<file path="config.mk">
export PLATFORM = sky130hd
export DESIGN_NAME = dmem_responder
export DESIGN_NICKNAME = d
export VERILOG_FILES = /design/src/rtl/dmem_pkg.sv /design/src/rtl/dmem_tag_array.sv /design/src/rtl/dmem_responder.sv
export SDC_FILE = /design/constraint.sdc
export NUM_CORES = 1
export LEC_CHECK = 0
export CAP_MARGIN = 20
export CORE_ASPECT_RATIO = 0.9
export CORE_MARGIN = 2
export CORE_UTILIZATION = 36
export DETAILED_ROUTE_END_ITERATION = 6
export PLACE_DENSITY = 0.75
export SETUP_SLACK_MARGIN = 0.1
export SLEW_MARGIN = 5
export SYNTH_ARGS = -nofsm -noshare
export SYNTH_HDL_FRONTEND = slang
export SYNTH_SLANG_ARGS = --single-unit
</file>
<file path="constraint.sdc">
create_clock -name clk -period 1.8 [get_ports clk]
set_input_delay 0.27 -clock clk [delete_from_list [all_inputs] [get_ports clk]]
set_output_delay 0.27 -clock clk [all_outputs]
set_load 0.1 [all_outputs]
</file>
<file path="src/rtl/dmem_pkg.sv">
// Shared definitions for the data-memory responder: FSM state encoding and
// the address-split width helpers used by the top and the tag array.
package dmem_pkg;

    localparam int ADDR_W = 16;
    localparam int DATA_W = 16;

    localparam logic [1:0] ST_IDLE     = 2'd0;
    localparam logic [1:0] ST_ACCESS   = 2'd1;
    localparam logic [1:0] ST_COMPLETE = 2'd2;

    typedef enum logic [1:0] {
        IDLE     = ST_IDLE,
        ACCESS   = ST_ACCESS,
        COMPLETE = ST_COMPLETE
    } dmem_state_e;

    // Line index occupies Addr[index_w:1] (bit 0 is the byte-in-word bit).
    function automatic int index_w(input int lines);
        return $clog2(lines);
    endfunction

    // Everything above the index is tag.
    function automatic int tag_w(input int lines);
        return ADDR_W - $clog2(lines) - 1;
    endfunction

endpackage

</file>
<file path="src/rtl/dmem_tag_array.sv">
// Direct-mapped valid/tag/data store: combinational lookup, one write port
// shared by read fills and write-hit updates, valid bits cleared on rst.
module dmem_tag_array
    import dmem_pkg::*;
#(
    parameter  int LINES   = 16,
    localparam int INDEX_W = index_w(LINES),
    localparam int TAG_W   = tag_w(LINES)
) (
    input  logic               clk,
    input  logic               rst,
    input  logic [INDEX_W-1:0] lookup_index,
    input  logic [TAG_W-1:0]   lookup_tag,
    output logic               hit,
    output logic [DATA_W-1:0]  hit_data,
    input  logic               wr_en,
    input  logic [INDEX_W-1:0] wr_index,
    input  logic [TAG_W-1:0]   wr_tag,
    input  logic [DATA_W-1:0]  wr_data
);

    logic [LINES-1:0]  valid;
    logic [TAG_W-1:0]  tag_mem  [LINES];
    logic [DATA_W-1:0] data_mem [LINES];

    assign hit      = valid[lookup_index] && (tag_mem[lookup_index] == lookup_tag);
    assign hit_data = data_mem[lookup_index];

    // Valid bits: only state that needs clearing; a written line is always valid.
    always_ff @(posedge clk) begin
        if (rst) begin
            valid <= '0;
        end else if (wr_en) begin
            valid[wr_index] <= 1'b1;
        end
    end

    // Tag and data storage; contents are meaningless until valid is set.
    always_ff @(posedge clk) begin
        if (wr_en) begin
            tag_mem[wr_index]  <= wr_tag;
            data_mem[wr_index] <= wr_data;
        end
    end

endmodule

</file>
<file path="src/rtl/dmem_responder.sv">
// Memory-stage data responder: same-cycle read hits from a direct-mapped
// write-through cache, stalls for misses and writes served by backing memory.
// Build option: define DMEM_CACHE_EN to include the cache; without it every
// legal read goes to backing memory.
module dmem_responder
    import dmem_pkg::*;
#(
    parameter int LINES = 16
) (
    input  logic              clk,
    input  logic              rst,
    input  logic [ADDR_W-1:0] Addr,
    input  logic [DATA_W-1:0] DataIn,
    input  logic              Rd,
    input  logic              Wr,
    output logic [DATA_W-1:0] DataOut,
    output logic              Done,
    output logic              Stall,
    output logic              CacheHit,
    output logic              err,
    output logic [ADDR_W-1:0] mem_addr,
    output logic [DATA_W-1:0] mem_wdata,
    output logic              mem_rd,
    output logic              mem_wr,
    input  logic [DATA_W-1:0] mem_rdata,
    input  logic              mem_ack
);

    dmem_state_e       state, state_nxt;
    logic              req, illegal, hit, start_access, ack_seen;
    logic [DATA_W-1:0] hit_data;
    logic [DATA_W-1:0] dout_q;

    assign req          = Rd | Wr;
    assign illegal      = req & ((Rd & Wr) | Addr[0]);
    assign start_access = (state == IDLE) && req && !illegal && !(Rd && hit);
    assign ack_seen     = (state == ACCESS) && mem_ack;

`ifdef DMEM_CACHE_EN
    localparam int INDEX_W = index_w(LINES);
    localparam int TAG_W   = tag_w(LINES);

    logic               arr_wr_en;
    logic [INDEX_W-1:0] arr_wr_index;
    logic [TAG_W-1:0]   arr_wr_tag;
    logic [DATA_W-1:0]  arr_wr_data;

    // Cache write port: write-hit update in the request cycle, or read fill
    // on the acked ACCESS cycle; never while reset is asserted.
    always_comb begin
        arr_wr_en    = 1'b0;
        arr_wr_index = Addr[INDEX_W:1];
        arr_wr_tag   = Addr[ADDR_W-1:INDEX_W+1];
        arr_wr_data  = DataIn;
        if (!rst) begin
            if (state == IDLE && Wr && !illegal && hit) begin
                arr_wr_en = 1'b1;
            end else if (ack_seen && mem_rd) begin
                arr_wr_en    = 1'b1;
                arr_wr_index = mem_addr[INDEX_W:1];
                arr_wr_tag   = mem_addr[ADDR_W-1:INDEX_W+1];
                arr_wr_data  = mem_rdata;
            end
        end
    end

    dmem_tag_array #(.LINES(LINES)) u_tag_array (
        .clk          (clk),
        .rst          (rst),
        .lookup_index (Addr[INDEX_W:1]),
        .lookup_tag   (Addr[ADDR_W-1:INDEX_W+1]),
        .hit          (hit),
        .hit_data     (hit_data),
        .wr_en        (arr_wr_en),
        .wr_index     (arr_wr_index),
        .wr_tag       (arr_wr_tag),
        .wr_data      (arr_wr_data)
    );
`else
    assign hit      = 1'b0;
    assign hit_data = '0;
`endif

    // State, backing-memory request registers and the latched read data.
    always_ff @(posedge clk) begin
        if (rst) begin
            state     <= IDLE;
            mem_rd    <= 1'b0;
            mem_wr    <= 1'b0;
            mem_addr  <= '0;
            mem_wdata <= '0;
            dout_q    <= '0;
        end else begin
            state <= state_nxt;
            if (start_access) begin
                mem_rd    <= Rd;
                mem_wr    <= Wr;
                mem_addr  <= Addr;
                mem_wdata <= DataIn;
            end else if (ack_seen) begin
                // Drop the request after exactly one acked cycle so a
                // continuously high mem_ack cannot re-complete it.
                mem_rd    <= 1'b0;
                mem_wr    <= 1'b0;
                mem_addr  <= '0;
                mem_wdata <= '0;
                if (mem_rd) begin
                    dout_q <= mem_rdata;
                end
            end
        end
    end

    // Next state and processor-facing handshake outputs.
    always_comb begin
        state_nxt = state;
        Done      = 1'b0;
        Stall     = 1'b0;
        CacheHit  = 1'b0;
        err       = 1'b0;
        DataOut   = '0;
        case (state)
            IDLE: begin
                if (illegal) begin
                    err  = 1'b1;
                    Done = 1'b1;
                end else if (Rd && hit) begin
                    Done     = 1'b1;
                    CacheHit = 1'b1;
                    DataOut  = hit_data;
                end else if (req) begin
                    Stall     = 1'b1;
                    state_nxt = ACCESS;
                end
            end
            ACCESS: begin
                Stall = 1'b1;
                if (mem_ack) begin
                    state_nxt = COMPLETE;
                end
            end
            COMPLETE: begin
                // The finished request is still on the bus; ignore it.
                Done      = 1'b1;
                DataOut   = dout_q;
                state_nxt = IDLE;
            end
            default: state_nxt = IDLE;
        endcase
    end

endmodule

</file>
==> results by group, run 1 <==
Place
  • Final HPWL DP: 4.113 mm
  • DP Area: 3508 µm²
  • Place WS: -0.07284 ns
  • Final weighted congestion in routability-driven placement: 0.7638
  • Buffers on Ports: 105

Cells and area
  • # diodes: 0
  • Seq. cell area: 1045 µm²
  • Design Area, Final: 3652 µm²
  • Layout area overhead: 66.80%
  • Final-layout fill cell count: 471
  • # nets final: 388
  • Area of the multi-input gates: 1065 µm²
  • Share of cells above drive strength 1: 0.3403
  • Commonest non-fill, non-tap cells in the layout: 49 x dfxtp_1, 49 x buf_4, 48 x clkdlybuf4s50_1

Worst setup path
  • CP cell instances: buf_6 > nor2b_4 > buf_6 > and2_2 > buf_12
  • CP Launch Point: state[0]$_SDFFE_PP0P_
  • Crit Path Class: flip-flop to primary output
  • Reg-to-Reg Start: state[1]$_SDFFE_PP0P_
  • Setup crit end kind: primary output
  • Worst EP required: 1.53 ns
  • Element type at the critical path start: flip-flop
  • Largest fanout on the critical path: 8
  • Largest stage delay on the critical path: 0.34 ns
  • Most used cell, CP: buf_6
  • Critical Path AT: 1.39 ns
  • Slowest-stage cell, CP: dfxtp_2

Clock tree
  • TritonCTS buffer count: 5
  • Maximum clock insertion buffer count: 2
  • CTS tree: yes
  • H-tree depth: 2
  • CTS Sinks: 52
  • Worst-path clk slew: 0.09 ns
  • Root Buffer: clkbuf_8
  • Clk_lat worst skew: 0.30 ns

Pwr
  • Worst vdd ir: 0.4353 mV
  • Power Density: 748.0 nW/µm²
  • Leak Pwr: 1.429 nW

Timing
  • FMAX: 602.3 MHz
  • Fin. max-slew vios: 0
  • Fin Setup TNS: 0 ns
  • RSZ-0062 raised after global routing: true
  • Finish-stage setup viols: 0
  • Tmin final: 1.660 ns
  • Final hold viol count: 0
  • Worst setup margin: 0.1397 ns
  • Clock skew: 0.002050 ns
  • Final hold slack: 0.4214 ns
  • Period utilisation layout: 0.9224

Min path
  • Min-delay worst type: input port to flip-flop
  • Beginning of the worst hold path: rst

Die
  • Row count: 26
  • I/O Pins: 107
  • CORE AREA: 5791 µm²
  • Die Width: 86.21 µm
  • Total Die Area: 6723 µm²
  • Initial Util: 0.3781
  • Chip height: 77.99 µm

Route
  • Drt total wl: 5.991 mm
  • Post-DR vias/cell: 5.195
  • First-pass DRT Iterations: 5
  • Initial DRC Count: 74
  • Wire per inst: 14.79 µm
  • DRT antenna net count: 0
  • Residual DRC: 0
  • Via Count: 2,104

Global routing
  • GRT Resource Usage Total: 0.1729
  • Initial antenna violation count: 0
  • Gr ovfl total: 0
  • Pin count of the biggest net entering global routing: 34
  • First-pass GRT wire length: 9.363 mm
  • Vias in the first global route: 1,902

Logic synthesis
  • Synth Net Count: 281
  • Post-synthesis sequential area ratio: 0.4754
  • Syn Inst Count: 228
  • Cell Area, Synth: 2190 µm²
  • Post-synthesis cell type count: 26
  • YS warnings: 0
  • Avg Cell Area, Syn: 9.604 µm²
  • Register bit count reported by yosys: 52

Outcome
  • Status: finished, final reports clean

Run
  • Max-Cap Viols: 0
[final cells by class]
type / instances / area share
sequential: 52 / 0.2861
timing repair buffer: 127 / 0.3772
clock buffer: 6 / 0.01987
tap: 70 / 0.02398
multi-input combinational: 149 / 0.2915
clock inverter: 1 / 0.001370
[path summary, 6_finish.rpt]
check / endpoint / slack, ns / cells after the start
min reg2reg: dout_q[11]$_SDFFE_PP0P_ / 0.45 / 2
max reg2reg: mem_addr[12]$_SDFFE_PP0P_ / 0.26 / 4
min: mem_wdata[2]$_SDFFE_PP0P_ / 0.42 / 3
max: DataOut[12] / 0.14 / 5
[where the power goes]
part	total, mW	internal (mW)	leakage [nW]	switching [mW]
registers	1.23	1.20	0.424	0.0279
logic	0.882	0.304	0.964	0.578
clock network	0.622	0.265	0.0410	0.357
total	2.73	1.77	1.43	0.963
[flip-flops by register name, summed over array words and instances (netlist names)]
name       count
mem_addr      16
dout_q        16
state          2
mem_wr         1
mem_wdata     16
mem_rd         1
[layer usage]
metal  part of all wire  wire length [µm]  up-vias  GRT usage
met1               0.44              2652      991     0.2233
met4              0.012                71        0    0.04219
li1                   -                 -     1031          -
met3              0.076               456        8    0.06383
met5                  0                 0        -          0
met2               0.47              2810       74     0.2736
[stage by stage]
step	power, mW	util	cells
floorplan	1.826	-	228
global placement	2.117	0.6059	394
detailed placement	2.122	0.6059	394
CTS	2.759	0.6242	403
global route	2.850	0.6307	405
finish	2.732	0.6307	405
[logic make-up (layout without fill, tap and decap cells)]
logic type                 after synthesis  in the layout  synth area share
AOI/OAI and AO/OA                       51             51            0.1754
and+or+nand+nor                         95             95            0.2732
DFF                                     52             52            0.4754
adders and majority gates                1              1          0.004572
buffers and inverters                   27            134           0.06571
other                                    1              1          0.001713
xor gates and xnor gates                 1              1          0.004001
[synth_stat cells]
library cell	count	area (µm²)
dfxtp_1	52	1041
nor4b_1	33	289.0
nand2_1	32	120.1
a31o_1	28	245.2
clkbuf_1	19	71.32
a21oi_1	17	85.08
and2_1	16	100.1
a31o_2	5	43.79
buf_6	5	56.30
nor2_1	4	15.01
nor2b_1	2	12.51
and3_1	1	6.260
and4b_1	1	10.01
buf_1	1	3.750
buf_2	1	5.000
buf_4	1	7.510
conb_1	1	3.750
maj3_1	1	10.01
nand3b_1	1	7.510
nand4b_1	1	8.760
nor3b_1	1	7.510
o21ba_2	1	10.01
or2_1	1	6.260
or3_1	1	6.260
or3b_2	1	8.760
xnor2_1	1	8.760
[critical path, delay by kind of cell, from the launching register on]
family                 cells  cell delay, ns
buffers and inverters      3            0.43
DFF                        1            0.34
and+or+nand+nor            2            0.32
[what timing repair did]
| item | CTS | global route |
|---|---|---|
| buffers inserted | 1 | 2 |
| hold buffers | 0 | 0 |
| cloned | 1 | 0 |
| pin swaps | 1 | 1 |
| setup endpoints to repair | 19 | 18 |
| resized for setup | 9 | 11 |
(Power assumes the default switching activity.)
==> run 2: changes to the inputs <==
MAX_ROUTING_LAYER = met4   (was not set)
SETUP_SLACK_MARGIN = 0.5   (was 0.1)
==> results by group, run 2 (synthesis gave the netlist of run 1 again) <==
Timing
  • Tmin final: 1.663 ns (+0.002617 ns)
  • Clock skew: 0.008009 ns (+0.005959 ns)
  • Final hold slack: 0.4623 ns (+0.04091 ns)
  • Fin Setup TNS: 0 ns (unchanged)
  • Fin. max-slew vios: 0 (unchanged)
  • RSZ-0062 raised after global routing: true
  • FMAX: 601.4 MHz (-0.16%)
  • Period utilisation layout: 0.9238 (+0.001454)
  • Finish-stage setup viols: 0 (unchanged)
  • Final hold viol count: 0 (unchanged)

Cells and area
  • # nets final: 395 (+1.8%)
  • # diodes: 0 (unchanged)
  • Biggest regs: dout_q x16, mem_addr x16, mem_wdata x16
  • Layout area overhead: 84.86%
  • Seq. cell area: 1047 µm² (+0.24%)
  • Commonest non-fill, non-tap cell in the layout: dfxtp_1
  • Final core occ: 0.6990 (+0.06828)
  • Share of cells above drive strength 1: 0.4694 (+0.1291)
  • Final-layout fill cell count: 441 (-6.4%)
  • Commonest non-fill, non-tap cells in the layout: 49 x dfxtp_1, 48 x clkdlybuf4s50_1, 46 x buf_4
  • Design Area, Final: 4048 µm² (+11%)
  • Area of the multi-input gates: 1301 µm² (+22%)

Pwr
  • Psw: 1.023 mW (+6.2%)
  • Power Density: 705.0 nW/µm² (-5.7%)
  • Pint: 1.830 mW (+3.5%)
  • Worst vdd ir: 0.4827 mV (+11%)
  • Switch share: 0.3586 (+0.006024)
  • Leak Pwr: 1.606 nW (+12%)
  • Logic pwr share: 0.341 (+0.018)
  • Clock power share: 0.228 (about the same)
  • Reg power frac: 0.431 (-0.018)

Place
  • Final weighted congestion in routability-driven placement: 0.6928 (-9.3%)
  • DP Area: 3488 µm² (-0.57%)
  • Buffers on Ports: 105 (unchanged)
  • Final HPWL DP: 4.045 mm (-1.7%)

Die
  • Initial Util: 0.3781 (unchanged)
  • Total Die Area: 6723 µm² (unchanged)
  • CORE AREA: 5791 µm² (unchanged)
  • Chip height: 77.99 µm (unchanged)
  • Row count: 26 (unchanged)
  • Die Width: 86.21 µm (unchanged)
  • I/O Pins: 107 (unchanged)

Route
  • WL met2: 3.267 mm (+16%)
  • First-pass DRT Iterations: 4 (-1)
  • Post-DR vias/cell: 5.208 (+0.25%)
  • DR top layer: met4
  • Via Count: 2,151 (+2.2%)
  • Residual DRC: 0 (unchanged)
  • DR WL met3: 326 µm (-29%)
  • Wire per inst: 16.13 µm (+9.0%)
  • DRT antenna net count: 0 (unchanged)
  • M1 WL: 3.035 mm (+14%)
  • Initial DRC Count: 68 (-8.1%)
  • Drt total wl: 6.660 mm (+11%)

Worst setup path
  • Setup crit end kind: primary output
  • CP Buf/Inv Count: 3 (unchanged)
  • Largest fanout on the critical path: 8 (unchanged)
  • Reg2Reg Setup Slack: 0.16 ns (-0.10 ns)
  • Critical Path AT: 1.39 ns (about the same)
  • Reg2reg path depth: 5 (+1)
  • Element type at the critical path start: flip-flop
  • Worst EP required: 1.53 ns (about the same)
  • Most used cell, CP: buf_6
  • CP cell instances: buf_6 > nor2b_4 > buf_6 > and2_4 > buf_12
  • Reg-to-Reg Start: state[1]$_SDFFE_PP0P_
  • CP top delay family: buffers and inverters
  • Worst reg2reg path endpoint: mem_addr[13]$_SDFFE_PP0P_
  • Crit Path Class: flip-flop to primary output
  • Largest stage delay on the critical path: 0.35 ns (about the same)
  • Slowest-stage cell, CP: dfxtp_2

Global routing
  • Gr ovfl total: 0 (unchanged)
  • First-pass GRT wire length: 9.735 mm (+4.0%)
  • Pin count of the biggest net entering global routing: 35 (+2.9%)
  • Vias in the first global route: 2,025 (+6.5%)
  • Initial antenna violation count: 0 (unchanged)
  • GRT Resource Usage Total: 0.1841 (+0.01123)

Min path
  • Beginning of the worst hold path: dout_q[13]$_SDFFE_PP0P_
  • Worst hold stages: 2 (-1)
  • Min-delay worst type: flip-flop to flip-flop
  • Hold Path Sink: dout_q[13]$_SDFFE_PP0P_

Outcome
  • Status: finished, final reports clean

Clock tree
  • CTS Sinks: 52 (unchanged)
  • H-tree depth: 2 (unchanged)
  • CTS tree: yes
  • Maximum clock insertion buffer count: 2 (unchanged)
  • Clk_lat worst skew: 0.30 ns (about the same)
  • TritonCTS buffer count: 5 (unchanged)
  • Worst-path clk slew: 0.09 ns (about the same)
  • Root Buffer: clkbuf_8

Run
  • Max-Cap Viols: 0 (unchanged)
## run 2: changes by cell type in the layout (fill, tap and decap cells not counted), sizes merged
| cell | previous run | this run |
|---|---|---|
| dlygate4sd2 | 2 | 3 |
| clkbuf | 6 | 8 |
| buf | 76 | 80 |
| clkinv | 1 | 3 |
| dlymetal6s2s | 1 | 0 |
## run 2: power groups by stage
stage / combinational [mW] / sequential (mW) / clock, mW
CTS: 0.911 / 1.23 / 0.674
floorplan: 0.261 / 1.57 / 0
global placement: 0.847 / 1.25 / 0
detailed placement: 0.852 / 1.25 / 0
global route: 1.01 / 1.24 / 0.720
finish: 0.974 / 1.23 / 0.650
## run 2: per-stage QoR
step	power [mW]	cells	setup WS [ns]
3_3_place_gp	2.099	391	-0.06064
3_5_place_dp	2.104	391	-0.09643
2_1_floorplan	1.832	228	0.1644
4_1_cts	2.813	407	0.1521
5_1_grt	2.964	413	0.08414
6_report	2.853	413	0.1371
## run 2: tightest hold or removal path, cell delays in order (launching register included)
cell and delay, ns:
dfxtp_1 0.32, nand2_1 0.05, a21oi_1 0.05
## run 2: worst max-delay path by stage
stage	cells past startpoint	slack [ns]	start	end
finish	5	0.14	state[1]$_SDFFE_PP0P_	DataOut[11]
global route	5	0.08	state[1]$_SDFFE_PP0P_	DataOut[11]
CTS	5	0.15	state[1]$_SDFFE_PP0P_	DataOut[14]
detailed placement	5	-0.1	Addr[0]	mem_addr[10]$_SDFFE_PP0P_
global placement	5	-0.06	Addr[0]	mem_addr[10]$_SDFFE_PP0P_
floorplan	7	0.16	state[0]$_SDFFE_PP0P_	mem_addr[1]$_SDFFE_PP0P_
## run 2: per-layer routing
layer | global-route usage | vias to the layer above
li1 | - | 1051
met1 | 0.2383 | 1020
met2 | 0.2992 | 75
met3 | 0.03830 | 5
met4 | 0.03750 | 0
met5 | - | -
## run 2: timing repair
action,4_1_cts,5_1_grt
hold buffers,0,0
setup buffers,5,1
cloned,3,5
setup endpoints to repair,54,70
gates resized for setup,27,48
pin swaps,23,46
## run 2: final cells by class
type / instances / share of cell area
repair buffers: 134 / 0.3765
flip-flops and latches: 52 / 0.2587
multi-input cells: 149 / 0.3215
clock inverters: 3 / 0.004637
clock buffers: 5 / 0.01700
well taps: 70 / 0.02164
==> run 3: changes to the inputs <==
SYNTH_HIERARCHICAL = 1   (was not set)
==> results of run 3 <==
No change in the layout: final DEF, timing and power equal those of run 2.
Main changes from that run: Yosys warning count 0 -> 6
